$ cat config.mk
export PLATFORM = sky130hd
export DESIGN_NAME = cim_row_ctrl
export DESIGN_NICKNAME = d
export VERILOG_FILES = /design/src/rtl/cim_row_ctrl.sv
export SDC_FILE = /design/constraint.sdc
export NUM_CORES = 1
export LEC_CHECK = 0
export BUFFER_PORTS_ARGS = -buffer_cell sky130_fd_sc_hd__buf_4
export CORE_ASPECT_RATIO = 1.25
export CORE_MARGIN = 10
export CORE_UTILIZATION = 53
export CTS_CLUSTER_DIAMETER = 50
export DETAILED_ROUTE_END_ITERATION = 16
export PLACE_DENSITY = 0.94
export RECOVER_POWER = 25
export SLEW_MARGIN = 5
export SYNTH_ARGS = -nofsm -noshare
export SYNTH_HDL_FRONTEND = slang
export SYNTH_SLANG_ARGS = --single-unit
$ cat constraint.sdc
create_clock -name clk -period 7.3 [get_ports clk]
set_clock_uncertainty 0.2 [all_clocks]
set_input_delay 1.46 -clock clk [delete_from_list [all_inputs] [get_ports clk]]
set_output_delay 1.46 -clock clk [all_outputs]
set_load 0.01 [all_outputs]
$ cat src/rtl/cim_row_ctrl.sv
// Row sequencer for a compute-in-memory array: turns WRITE / READ / SEARCH / MAC
// commands into row-decoder, bitline, precharge and sense-amp strobes, and
// returns a 5-bit result over a valid/ready response channel.
//
// state | meaning
// ------+-------------------------------------------------------------
// IDLE  | waiting for a command; decoder outputs parked (WL low, WLB high)
// PRE   | bitline/matchline precharge strobe
// ACT   | row/key driven onto the array (WRITE completes here)
// SENSE | sense-amp strobe; sa_out captured or accumulated
// DONE  | response held until rsp_ready
module cim_row_ctrl (
    input  logic       clk,
    input  logic       rst_n,
    input  logic       cmd_valid,
    output logic       cmd_ready,
    input  logic [1:0] cmd_op,
    input  logic [1:0] cmd_addr,
    input  logic [3:0] cmd_data,
    output logic       MAC_en,
    output logic       read_bar,
    output logic       addr0,
    output logic       addr1,
    output logic       data0,
    output logic       data1,
    output logic       data2,
    output logic       data3,
    output logic [3:0] bl_data,
    output logic       precharge,
    output logic       sense_en,
    input  logic [3:0] sa_out,
    output logic       rsp_valid,
    input  logic       rsp_ready,
    output logic [4:0] rsp_data,
    output logic       busy
);

    typedef enum logic [2:0] {
        S_IDLE,
        S_PRE,
        S_ACT,
        S_SENSE,
        S_DONE
    } state_t;

    localparam logic [1:0] OP_WRITE  = 2'b00;
    localparam logic [1:0] OP_READ   = 2'b01;
    localparam logic [1:0] OP_SEARCH = 2'b10;
    localparam logic [1:0] OP_MAC    = 2'b11;

    state_t     state, state_nxt;
    logic [1:0] op_q;
    logic [1:0] addr_q;
    logic [3:0] data_q;
    logic [1:0] row_q;
    logic [4:0] acc_q;
    logic       accept;
    logic       idle_c;
    logic [1:0] addr_c;
    logic [3:0] data_c;

    function automatic logic [4:0] popcnt4(input logic [3:0] v);
        return 5'(v[0]) + 5'(v[1]) + 5'(v[2]) + 5'(v[3]);
    endfunction

    assign accept = cmd_valid && (state == S_IDLE);

    // State register.
    always_ff @(posedge clk) begin
        if (!rst_n) begin
            state <= S_IDLE;
        end else begin
            state <= state_nxt;
        end
    end

    // Command capture at acceptance; commands offered while busy never reach these registers.
    always_ff @(posedge clk) begin
        if (!rst_n) begin
            op_q   <= 2'b00;
            addr_q <= 2'b00;
            data_q <= 4'b0000;
        end else if (accept) begin
            op_q   <= cmd_op;
            addr_q <= cmd_addr;
            data_q <= cmd_data;
        end
    end

    // MAC row counter; it holds at row 3 since the last SENSE exits to DONE.
    always_ff @(posedge clk) begin
        if (!rst_n) begin
            row_q <= 2'b00;
        end else if (accept) begin
            row_q <= 2'b00;
        end else if (state == S_SENSE && op_q == OP_MAC && row_q != 2'b11) begin
            row_q <= row_q + 2'b01;
        end
    end

    // Result register: sa_out capture for READ/SEARCH, masked popcount accumulation for MAC.
    always_ff @(posedge clk) begin
        if (!rst_n) begin
            acc_q <= 5'd0;
        end else if (accept) begin
            acc_q <= 5'd0;
        end else if (state == S_SENSE) begin
            if (op_q == OP_MAC) begin
                acc_q <= acc_q + popcnt4(sa_out & data_q);
            end else begin
                acc_q <= {1'b0, sa_out};
            end
        end
    end

    // Next-state and state-decoded array controls.
    always_comb begin
        state_nxt = state;
        idle_c    = 1'b0;
        MAC_en    = 1'b0;
        read_bar  = 1'b0;
        addr_c    = 2'b00;
        data_c    = 4'b0000;
        bl_data   = 4'b0000;
        precharge = 1'b0;
        sense_en  = 1'b0;
        rsp_valid = 1'b0;
        rsp_data  = 5'd0;
        unique case (state)
            S_IDLE: begin
                idle_c = 1'b1;
                if (cmd_valid) begin
                    state_nxt = (cmd_op == OP_WRITE) ? S_ACT : S_PRE;
                end
            end
            S_PRE: begin
                precharge = 1'b1;
                state_nxt = S_ACT;
            end
            S_ACT, S_SENSE: begin
                sense_en = (state == S_SENSE);
                unique case (op_q)
                    OP_WRITE: begin
                        MAC_en   = 1'b1;
                        read_bar = 1'b1;
                        addr_c   = addr_q;
                        bl_data  = data_q;
                    end
                    OP_READ: begin
                        MAC_en = 1'b1;
                        addr_c = addr_q;
                    end
                    OP_SEARCH: begin
                        data_c = data_q;
                    end
                    OP_MAC: begin
                        MAC_en = 1'b1;
                        addr_c = row_q;
                    end
                    default: ;
                endcase
                if (state == S_ACT) begin
                    state_nxt = (op_q == OP_WRITE) ? S_DONE : S_SENSE;
                end else begin
                    state_nxt = (op_q == OP_MAC && row_q != 2'b11) ? S_PRE : S_DONE;
                end
            end
            S_DONE: begin
                rsp_valid = 1'b1;
                rsp_data  = acc_q;
                if (rsp_ready) begin
                    state_nxt = S_IDLE;
                end
            end
            default: state_nxt = S_IDLE;
        endcase
    end

    // Decoder pin fan-out and status flags; cmd_ready is held low while reset is applied.
    assign addr0     = addr_c[0];
    assign addr1     = addr_c[1];
    assign data0     = data_c[0];
    assign data1     = data_c[1];
    assign data2     = data_c[2];
    assign data3     = data_c[3];
    assign busy      = (state != S_IDLE);
    assign cmd_ready = idle_c && rst_n;

endmodule

### Word level (Yosys, flattened, before mapping)

Index checks and enable logic that the tools add are counted.

* bits in registers: 18
* input port bits: 16
* output and inout port bits: 22

* add/sub/neg operators: 5
* equality and inequality tests: 10
* muxes and demuxes: 23
* bitwise gates (word level): 2
* reduce and logical (&&, ||, !) cells: 14

Operators by type and width (number)
* two-way mux 4 bit: 4
* two-way mux 3 bit: 5
* one-hot mux 3 bit (4 select lines): 1
* two-way mux 5 bit: 2
* two-way mux 1 bit: 8
* == test 3 x 2 -> 1 bit (second input constant): 2
* != test 2 bit (second input constant): 3
* OR reduction 2 bit: 3
* adder 5 x 4 -> 5 bit: 1
* logical AND 1 bit: 5
* adder 3 x 1 -> 4 bit: 1
* AND 4 bit: 1
* == test 2 bit (second input constant): 2
* logical NOT 2 bit: 2
* two-way mux 2 bit: 2
* one-hot mux 2 bit (2 select lines): 1
* adder 2 x 1 -> 3 bit: 1
* == test 3 x 1 -> 1 bit (second input constant): 1
* == test 3 bit (second input constant): 1
* logical NOT 3 bit: 1
* nonzero test 3 bit: 1
* OR reduction 3 bit: 1
* adder 1 x 1 -> 2 bit: 1
* adder 2 x 1 -> 2 bit (second input constant): 1
* other kinds (3): 3

### Depth between registers and ports, before layout

Gate-level depths: netlist of the first run.

* word-level depth: 6
* depth in mapped cells: 9

### Worst setup path before layout of the first run

Ideal clock, no wire load.

* kind: in2reg
* from: input port sa_out[0]
* to: register acc_q[4]
* arrival: 3.297 ns
* slack: 3.736 ns
* stages: 9
* buffers on the path: 0
* path through: nand2_1 fa_1 inv_1 fa_1 fa_1 nand3_1 nor2b_1 o21ai_0 a21oi_2

* cells in the longest elaborated chain, start to end: 6

RTL lines
* start, declared: line 31 `input logic [3:0] sa_out,`
* AND 4 bit: line 109 `acc_q <= acc_q + popcnt4(sa_out & data_q);`
* adder 1 x 1 -> 2 bit: line 63 `return 5'(v[0]) + 5'(v[1]) + 5'(v[2]) + 5'(v[3]);`
* adder 2 x 1 -> 3 bit: line 63
* adder 3 x 1 -> 4 bit: line 63
* adder 5 x 4 -> 5 bit: line 109
* two-way mux 5 bit: line 108 `if (op_q == OP_MAC) begin`
* end signal, assigned: line 109
* end signal, assigned: line 111 `acc_q <= {1'b0, sa_out};`
* end, declared: line 56 `logic [4:0] acc_q;`

Every way passes these cells.
A chain may end at the register's enable or synchronous reset.

### Final worst setup path of the first run

* from: input port rst_n
* to: output port cmd_ready

* cells in the longest elaborated chain, start to end: 1

RTL lines
* start, declared: line 14 `input logic rst_n,`
* logical AND 1 bit: line 187 `assign cmd_ready = idle_c && rst_n;`
* end, declared: line 16 `output logic cmd_ready,`

Every way passes these cells.

==> results of run 1 <==
==> per-layer routing <==
layer / vias to the layer above / wire (um) / track usage
met3: 6 / 240 / 0.0505
met2: 38 / 1640 / 0.254
li1: 550 / - / -
met5: - / 0 / 0
met1: 518 / 1220 / 0.165
met4: 0 / 61 / 0.0622
==> report_power, final <==
| group | total, W | switching [W] | internal (W) |
|---|---|---|---|
| sequential | 0.000115 | 0.0000105 | 0.000104 |
| combinational | 0.0000526 | 0.0000289 | 0.0000237 |
| clock | 0.0000636 | 0.0000332 | 0.0000304 |
==> worst max path at each step <==
stage                     startpoint         to  cells past startpoint
final                          rst_n  cmd_ready                      3
after detailed placement   sa_out[0]   acc_q[4]                     10
after CTS                      rst_n  cmd_ready                      3
after floorplan            sa_out[0]   acc_q[4]                      9
after global routing       sa_out[0]   acc_q[4]                     10
after global placement     sa_out[0]   acc_q[4]                     10
==> kinds of logic (layout without fill, tap and decap cells) <==
logic type | after synthesis | count (layout) | share of synthesized area
AND/OR/NAND/NOR | 69 | 69 | 0.333
flip-flops | 18 | 18 | 0.315
multiplexers | 3 | 3 | 0.0262
XOR/XNOR | 1 | 1 | 0.00765
AO/OA/AOI/OAI | 31 | 31 | 0.175
buffers and inverters | 16 | 50 | 0.0688
adder cells (fa/ha/maj) | 5 | 5 | 0.0743
==> per-stage QoR <==
step | instances | setup slack [ps]
3_5_place_dp | 193 | 3500
5_1_grt | 197 | 3710
6_report | 197 | 3760
4_1_cts | 197 | 3750
2_1_floorplan | 143 | 3740
3_3_place_gp | 193 | 3600
==> tightest hold or removal path: cells and delay by family, from the launching register on <==
kind	cells	cell delay, ps
compound gates	1	60
flops	1	320
simple gates	1	40
==> registers in the layout, indices dropped and copies added (netlist names) <==
register,count
acc_q,5
data_q,4
addr_q,2
state,3
op_q,2
row_q,2
==> cell usage in the layout, fill, tap and decap left out, types with 5 or more instances in the layout <==
master	n
buf_4	35
nand2_1	25
dfxtp_1	18
and2_1	17
inv_1	8
a21oi_1	8
nor2_1	8
a21boi_0	7
o21ai_0	5
==> area by class of cell <==
| type | count | area (sq um) | area share |
|---|---|---|---|
| multi-input cells | 109 | 706 | 0.492 |
| flip-flops and latches | 18 | 360 | 0.251 |
| repair buffers | 37 | 274 | 0.191 |
| clock buffers | 4 | 36.3 | 0.0253 |
| inverters | 9 | 33.8 | 0.0235 |
| well taps | 20 | 25.0 | 0.0174 |
==> synthesized netlist by cell type (all sizes together) <==
cell,count,share of area
nand2,26,0.087
mux2i,3,0.026
nor2,8,0.026
a21o,1,0.0066
nand3,3,0.013
a31oi,1,0.0055
nand3b,1,0.017
nor3,7,0.049
inv,9,0.030
fa,3,0.052
xnor2,1,0.0077
a211oi,2,0.013
or4,1,0.0098
nor4bb,1,0.0087
o21bai,1,0.0066
o311ai,1,0.0077
dfxtp,18,0.31
ha,2,0.022
clkbuf,1,0.0033
and2,18,0.098
nor4,2,0.011
o21a,1,0.0066
a21oi,9,0.043
nor2b,1,0.0055
a221oi,1,0.0077
a21boi,8,0.052
buf,6,0.036
o21ai,6,0.026
nor3b,1,0.0066
==> results.tsv, run 1 <==
stage	metric	value	unit
clock_tree	Longest Clk Path Bufs	2	
power_and_ir_drop	Pleak	0.663	nW
clock_tree	Post-CTS Setup Bufs	0	
synthesis	Cell variety after synth	37	
synthesis	synthesized flop and latch total	18	
floorplanning	Die ar.	4430	sq um
sta	FMAX	0.283	GHz
detailed_routing	routed vias	1112	
synthesis	post-synthesis sequential area ratio	0.315	
detailed_routing	DRT Wirelength	3160	um
placement	Detailed Place HPWL	2510	um
synthesis	Post-Synthesis Cell Area	1140	sq um
sta	Slew HR	0.671	
floorplanning	I/O pin cnt	38	
final_layout	post-layout util	0.708	
synthesis	syn avg cell area	8.01	sq um
sta	unrepaired setup endpoints after global routing	no	
sta	crit path time final	3540	ps
worst_setup_path	crit-path most repeated cell	buf_4	
clock_tree	Root Buffer	clkbuf_4	
floorplanning	Die W	61.6	um
synthesis	Mapped Cells	143	
sta	Final Hold Violating Endpoints	0	
final_layout	Nets	199	
clock_tree	CTS Buf Count	3	
placement	I/O Buffers	37	
worst_setup_path	Worst EP required	5640	ps
worst_setup_path	Critical R2R Launch	data_q[0]	
clock_tree	post-cts resize count	0	
worst_setup_path	CP max FO	12	
floorplanning	core area	2030	sq um
worst_setup_path	Slowest-stage cell, CP	buf_4	
sta	Worst Max-Slew Pin Slew	493	ps
global_route	GRT Total Usage	0.151	
clock_tree	cts hold-fix bufs	0	
final_layout	cell area after layout	1440	sq um
placement	Area after DPL	1400	sq um
floorplanning	row count	18	
worst_setup_path	cell family with most CP delay	buffers and inverters	
sta	final setup fails	0	
clock_tree	clk sink count	18	
clock_tree	clock-pin slew on the worst setup and hold paths	110	ps
worst_hold_path	hold path depth	2	
clock_tree	insertion delay to the later sink of the worst-skew pair	300	ps
worst_hold_path	HP Start	addr_q[0]	
sta	setup tns final	0	ps
worst_hold_path	Worst Hold Class	flop to flop	
synthesis	Net Count, Synth	164	
sta	Final Max Tran Viols	0	
clock_tree	H-tree depth	1	
detailed_routing	DR WL/cell	16.1	um
detailed_routing	vias per cell	5.64	
global_route	grt ovf	0	
worst_setup_path	critical path class	input pin to output pin	
worst_setup_path	CP Buf/Inv Count	2	
global_route	antenna violations before repair	0	
clock_tree	CTS tree	yes	
sta	Worst Hold Slack	269	ps
worst_setup_path	FF-to-FF End	acc_q[4]	
status	status	complete, no violations	
worst_setup_path	startpoint types	input pin	
power_and_ir_drop	VDD IR-drop max	138	uV
job	Max-Cap Viols	0	
detailed_routing	antenna viol nets, final	0	
worst_setup_path	crit-path cells	buf_4, and2_1, buf_4	
final_layout	layout cell share with drive strength beyond 1	0.271	
final_layout	diode count	0	
sta	fin crit share	0.485	
final_layout	Filler Cell Count	167	
detailed_routing	DRT iter0 DRCs	48	
power_and_ir_drop	pwr dens	161	nW/um^2
power_and_ir_drop	Final Power	0.000231	W
detailed_routing	drc violations	0	
synthesis	number of synthesis warnings	0	
global_route	vias in the first global route	1146	
detailed_routing	Pre-antenna DRT Iters	4	
worst_setup_path	CP endpoint kind	output pin	
worst_setup_path	reg2reg path depth	9	
worst_hold_path	worst hold endpoint	addr_q[0]	
final_layout	Area Growth Syn to Fin	25.4	%
worst_setup_path	max incr delay on CP	150	ps
placement	Final Wtd Congestion	0.879	
worst_setup_path	Critical Path AT	1880	ps
global_route	pin count of the biggest net entering global routing	13	
global_route	first-pass GRT wire length	5220	um
floorplanning	Starting Density	0.565	
floorplanning	vertical die dimension	72.0	um
worst_setup_path	R2R Setup Slk	4620	ps
No activity file was read; power rests on OpenSTA's default activity.
==> run 2, diff against run 1 <==
--- a/config.mk
+++ b/config.mk
@@ -8,10 +8,10 @@
 export BUFFER_PORTS_ARGS = -buffer_cell sky130_fd_sc_hd__buf_4
 export CORE_ASPECT_RATIO = 1.25
 export CORE_MARGIN = 10
-export CORE_UTILIZATION = 53
+export CORE_UTILIZATION = 49
 export CTS_CLUSTER_DIAMETER = 50
 export DETAILED_ROUTE_END_ITERATION = 16
-export PLACE_DENSITY = 0.94
+export PLACE_DENSITY = 0.89
 export RECOVER_POWER = 25
 export SLEW_MARGIN = 5
 export SYNTH_ARGS = -nofsm -noshare
==> constraint.sdc (replaced) <==
create_clock -name clk -period 3.3 [get_ports clk]
set_clock_uncertainty 0.2 [all_clocks]
set_input_delay 0.66 -clock clk [delete_from_list [all_inputs] [get_ports clk]]
set_output_delay 0.66 -clock clk [all_outputs]
set_load 0.01 [all_outputs]
==> run 2 against run 1 <==
  * Critical path depth is 7 higher
  * Count of clock-buffer cells in the layout stayed put
  * Sequential share of layout area fell by 0.17 points
  * Via count down 2.3%
  * Clock power up 120%
  * Utilization decreased by 5.4 points
  * Setup slack worse by 3100 ps
  * Final cell count up 5.6%
  * Global-route usage decreased by 2.0 points
  * Sequential power is 120% higher
  * Largest cell class unchanged
==> results.tsv, run 2 (synthesized netlist as in run 1, its figures left out) <==
stage	metric	value	unit
final_layout	Area Growth Syn to Fin	26.2	%
detailed_routing	antenna viol nets, final	0	
detailed_routing	DR WL/cell	14.2	um
status	status	complete, no violations	
floorplanning	Starting Density	0.518	
clock_tree	post-cts resize count	0	
worst_setup_path	startpoint types	input pin	
worst_hold_path	Worst Hold Class	flop to flop	
worst_setup_path	CP max FO	3	
worst_setup_path	Critical Path AT	2730	ps
floorplanning	vertical die dimension	74.0	um
detailed_routing	drc violations	0	
worst_setup_path	Critical R2R Launch	data_q[0]	
clock_tree	CTS tree	yes	
final_layout	Top reg by flops	acc_q	
detailed_routing	routed vias	1086	
final_layout	biggest regs	acc_q x5, data_q x4, state x3	
final_layout	layout cell share with drive strength beyond 1	0.266	
power_and_ir_drop	pwr dens	350	nW/um^2
power_and_ir_drop	VDD IR-drop max	324	uV
global_route	antenna violations before repair	0	
floorplanning	Die ar.	4680	sq um
sta	setup tns final	0	ps
floorplanning	row count	19	
final_layout	area of the multi-input gates	698	sq um
clock_tree	Post-CTS Setup Bufs	0	
detailed_routing	DRT Wirelength	2950	um
placement	Final Wtd Congestion	0.840	
clock_tree	Longest Clk Path Bufs	2	
sta	Final Max Tran Viols	0	
sta	Final Hold Violating Endpoints	0	
clock_tree	cts hold-fix bufs	0	
sta	FMAX	0.373	GHz
detailed_routing	Pre-antenna DRT Iters	4	
clock_tree	Root Buffer	clkbuf_4	
detailed_routing	vias per cell	5.22	
worst_setup_path	Worst EP required	3340	ps
global_route	vias in the first global route	1156	
global_route	GRT Total Usage	0.130	
sta	Slew HR	0.701	
sta	fin crit share	0.813	
job	Max-Cap Viols	0	
global_route	pin count of the biggest net entering global routing	13	
worst_setup_path	CP endpoint kind	flop	
clock_tree	CTS Buf Count	3	
final_layout	most frequent cells in the layout	37 x buf_4, 26 x nand2_1, 18 x dfxtp_1, 17 x and2_1	
placement	Area after DPL	1420	sq um
final_layout	Largest register FFs	5	
clock_tree	clk sink count	18	
final_layout	most common cell after layout, fill and taps aside	buf_4	
worst_setup_path	critical path class	input pin to flop	
final_layout	cell area after layout	1450	sq um
detailed_routing	DRT iter0 DRCs	37	
global_route	first-pass GRT wire length	5060	um
worst_setup_path	reg2reg path depth	9	
sta	unrepaired setup endpoints after global routing	no	
floorplanning	core area	2210	sq um
final_layout	Filler Cell Count	202	
final_layout	diode count	0	
worst_setup_path	Worst setup endpoint	acc_q[4]	
sta	Worst Max-Slew Pin Slew	445	ps
worst_setup_path	worst setup path start	sa_out[0]	
placement	Detailed Place HPWL	2420	um
sta	crit path time final	2680	ps
placement	I/O Buffers	37	
sta	final setup fails	0	
floorplanning	I/O pin cnt	38	
sta	Worst Hold Slack	269	ps
final_layout	register area	360	sq um
worst_setup_path	FF-to-FF End	acc_q[4]	
worst_setup_path	R2R Setup Slk	650	ps
global_route	grt ovf	0	
clock_tree	insertion delay to the later sink of the worst-skew pair	300	ps
final_layout	Nets	199	
clock_tree	clock-pin slew on the worst setup and hold paths	110	ps
floorplanning	Die W	63.2	um
power_and_ir_drop	Pleak	0.665	nW
clock_tree	H-tree depth	1	
-- run 2: power breakdown --
group	leakage (nW)	switching [W]	internal (W)
Clock	0.0210	0.0000727	0.0000674
Combinational	0.498	0.0000621	0.0000523
Sequential	0.147	0.0000212	0.000231
Total	0.665	0.000156	0.000350
-- run 2: worst max-delay path, stage by stage --
cell	delay, ps
buf_4	90
nand2_1	70
fa_1	510
inv_1	60
fa_1	460
fa_1	420
nand3_1	120
nor2b_1	120
o21ai_0	100
a21oi_2	120
-- run 2: area by class of cell --
class	count	share of cell area
clock buffers	4	0.0251
inverters	9	0.0234
multi-input cells	109	0.483
flip-flops and latches	18	0.249
well taps	31	0.0268
repair buffers	37	0.192
-- run 2: per-stage QoR --
step | total power (W) | cells | setup WS, ps | utilization
final | 0.000506 | 208 | 617 | 0.654
after global routing | 0.000535 | 208 | 491 | 0.654
after CTS | 0.000514 | 208 | 617 | 0.657
after detailed placement | 0.000375 | 204 | 285 | 0.641
after global placement | 0.000370 | 204 | 387 | 0.641
after floorplan | 0.000331 | 143 | 536 | -
-- run 2: worst min-delay path by stage --
| stage | startpoint | to | slack, ps | depth (start not counted) |
|---|---|---|---|---|
| after global placement | addr_q[1] | addr_q[1] | 240 | 2 |
| final | addr_q[1] | addr_q[1] | 270 | 2 |
| after floorplan | addr_q[0] | addr_q[0] | 240 | 2 |
| after detailed placement | addr_q[0] | addr_q[0] | 250 | 2 |
| after global routing | addr_q[0] | addr_q[0] | 300 | 2 |
| after CTS | addr_q[0] | addr_q[0] | 260 | 2 |
-- run 2: per-layer routing --
| layer | vias up | global-route usage | part of all wire |
|---|---|---|---|
| li1 | 550 | - | - |
| met1 | 498 | 0.120 | 0.38 |
| met2 | 32 | 0.249 | 0.54 |
| met3 | 6 | 0.0435 | 0.066 |
| met4 | 0 | 0.0754 | 0.023 |
| met5 | - | 0 | 0 |
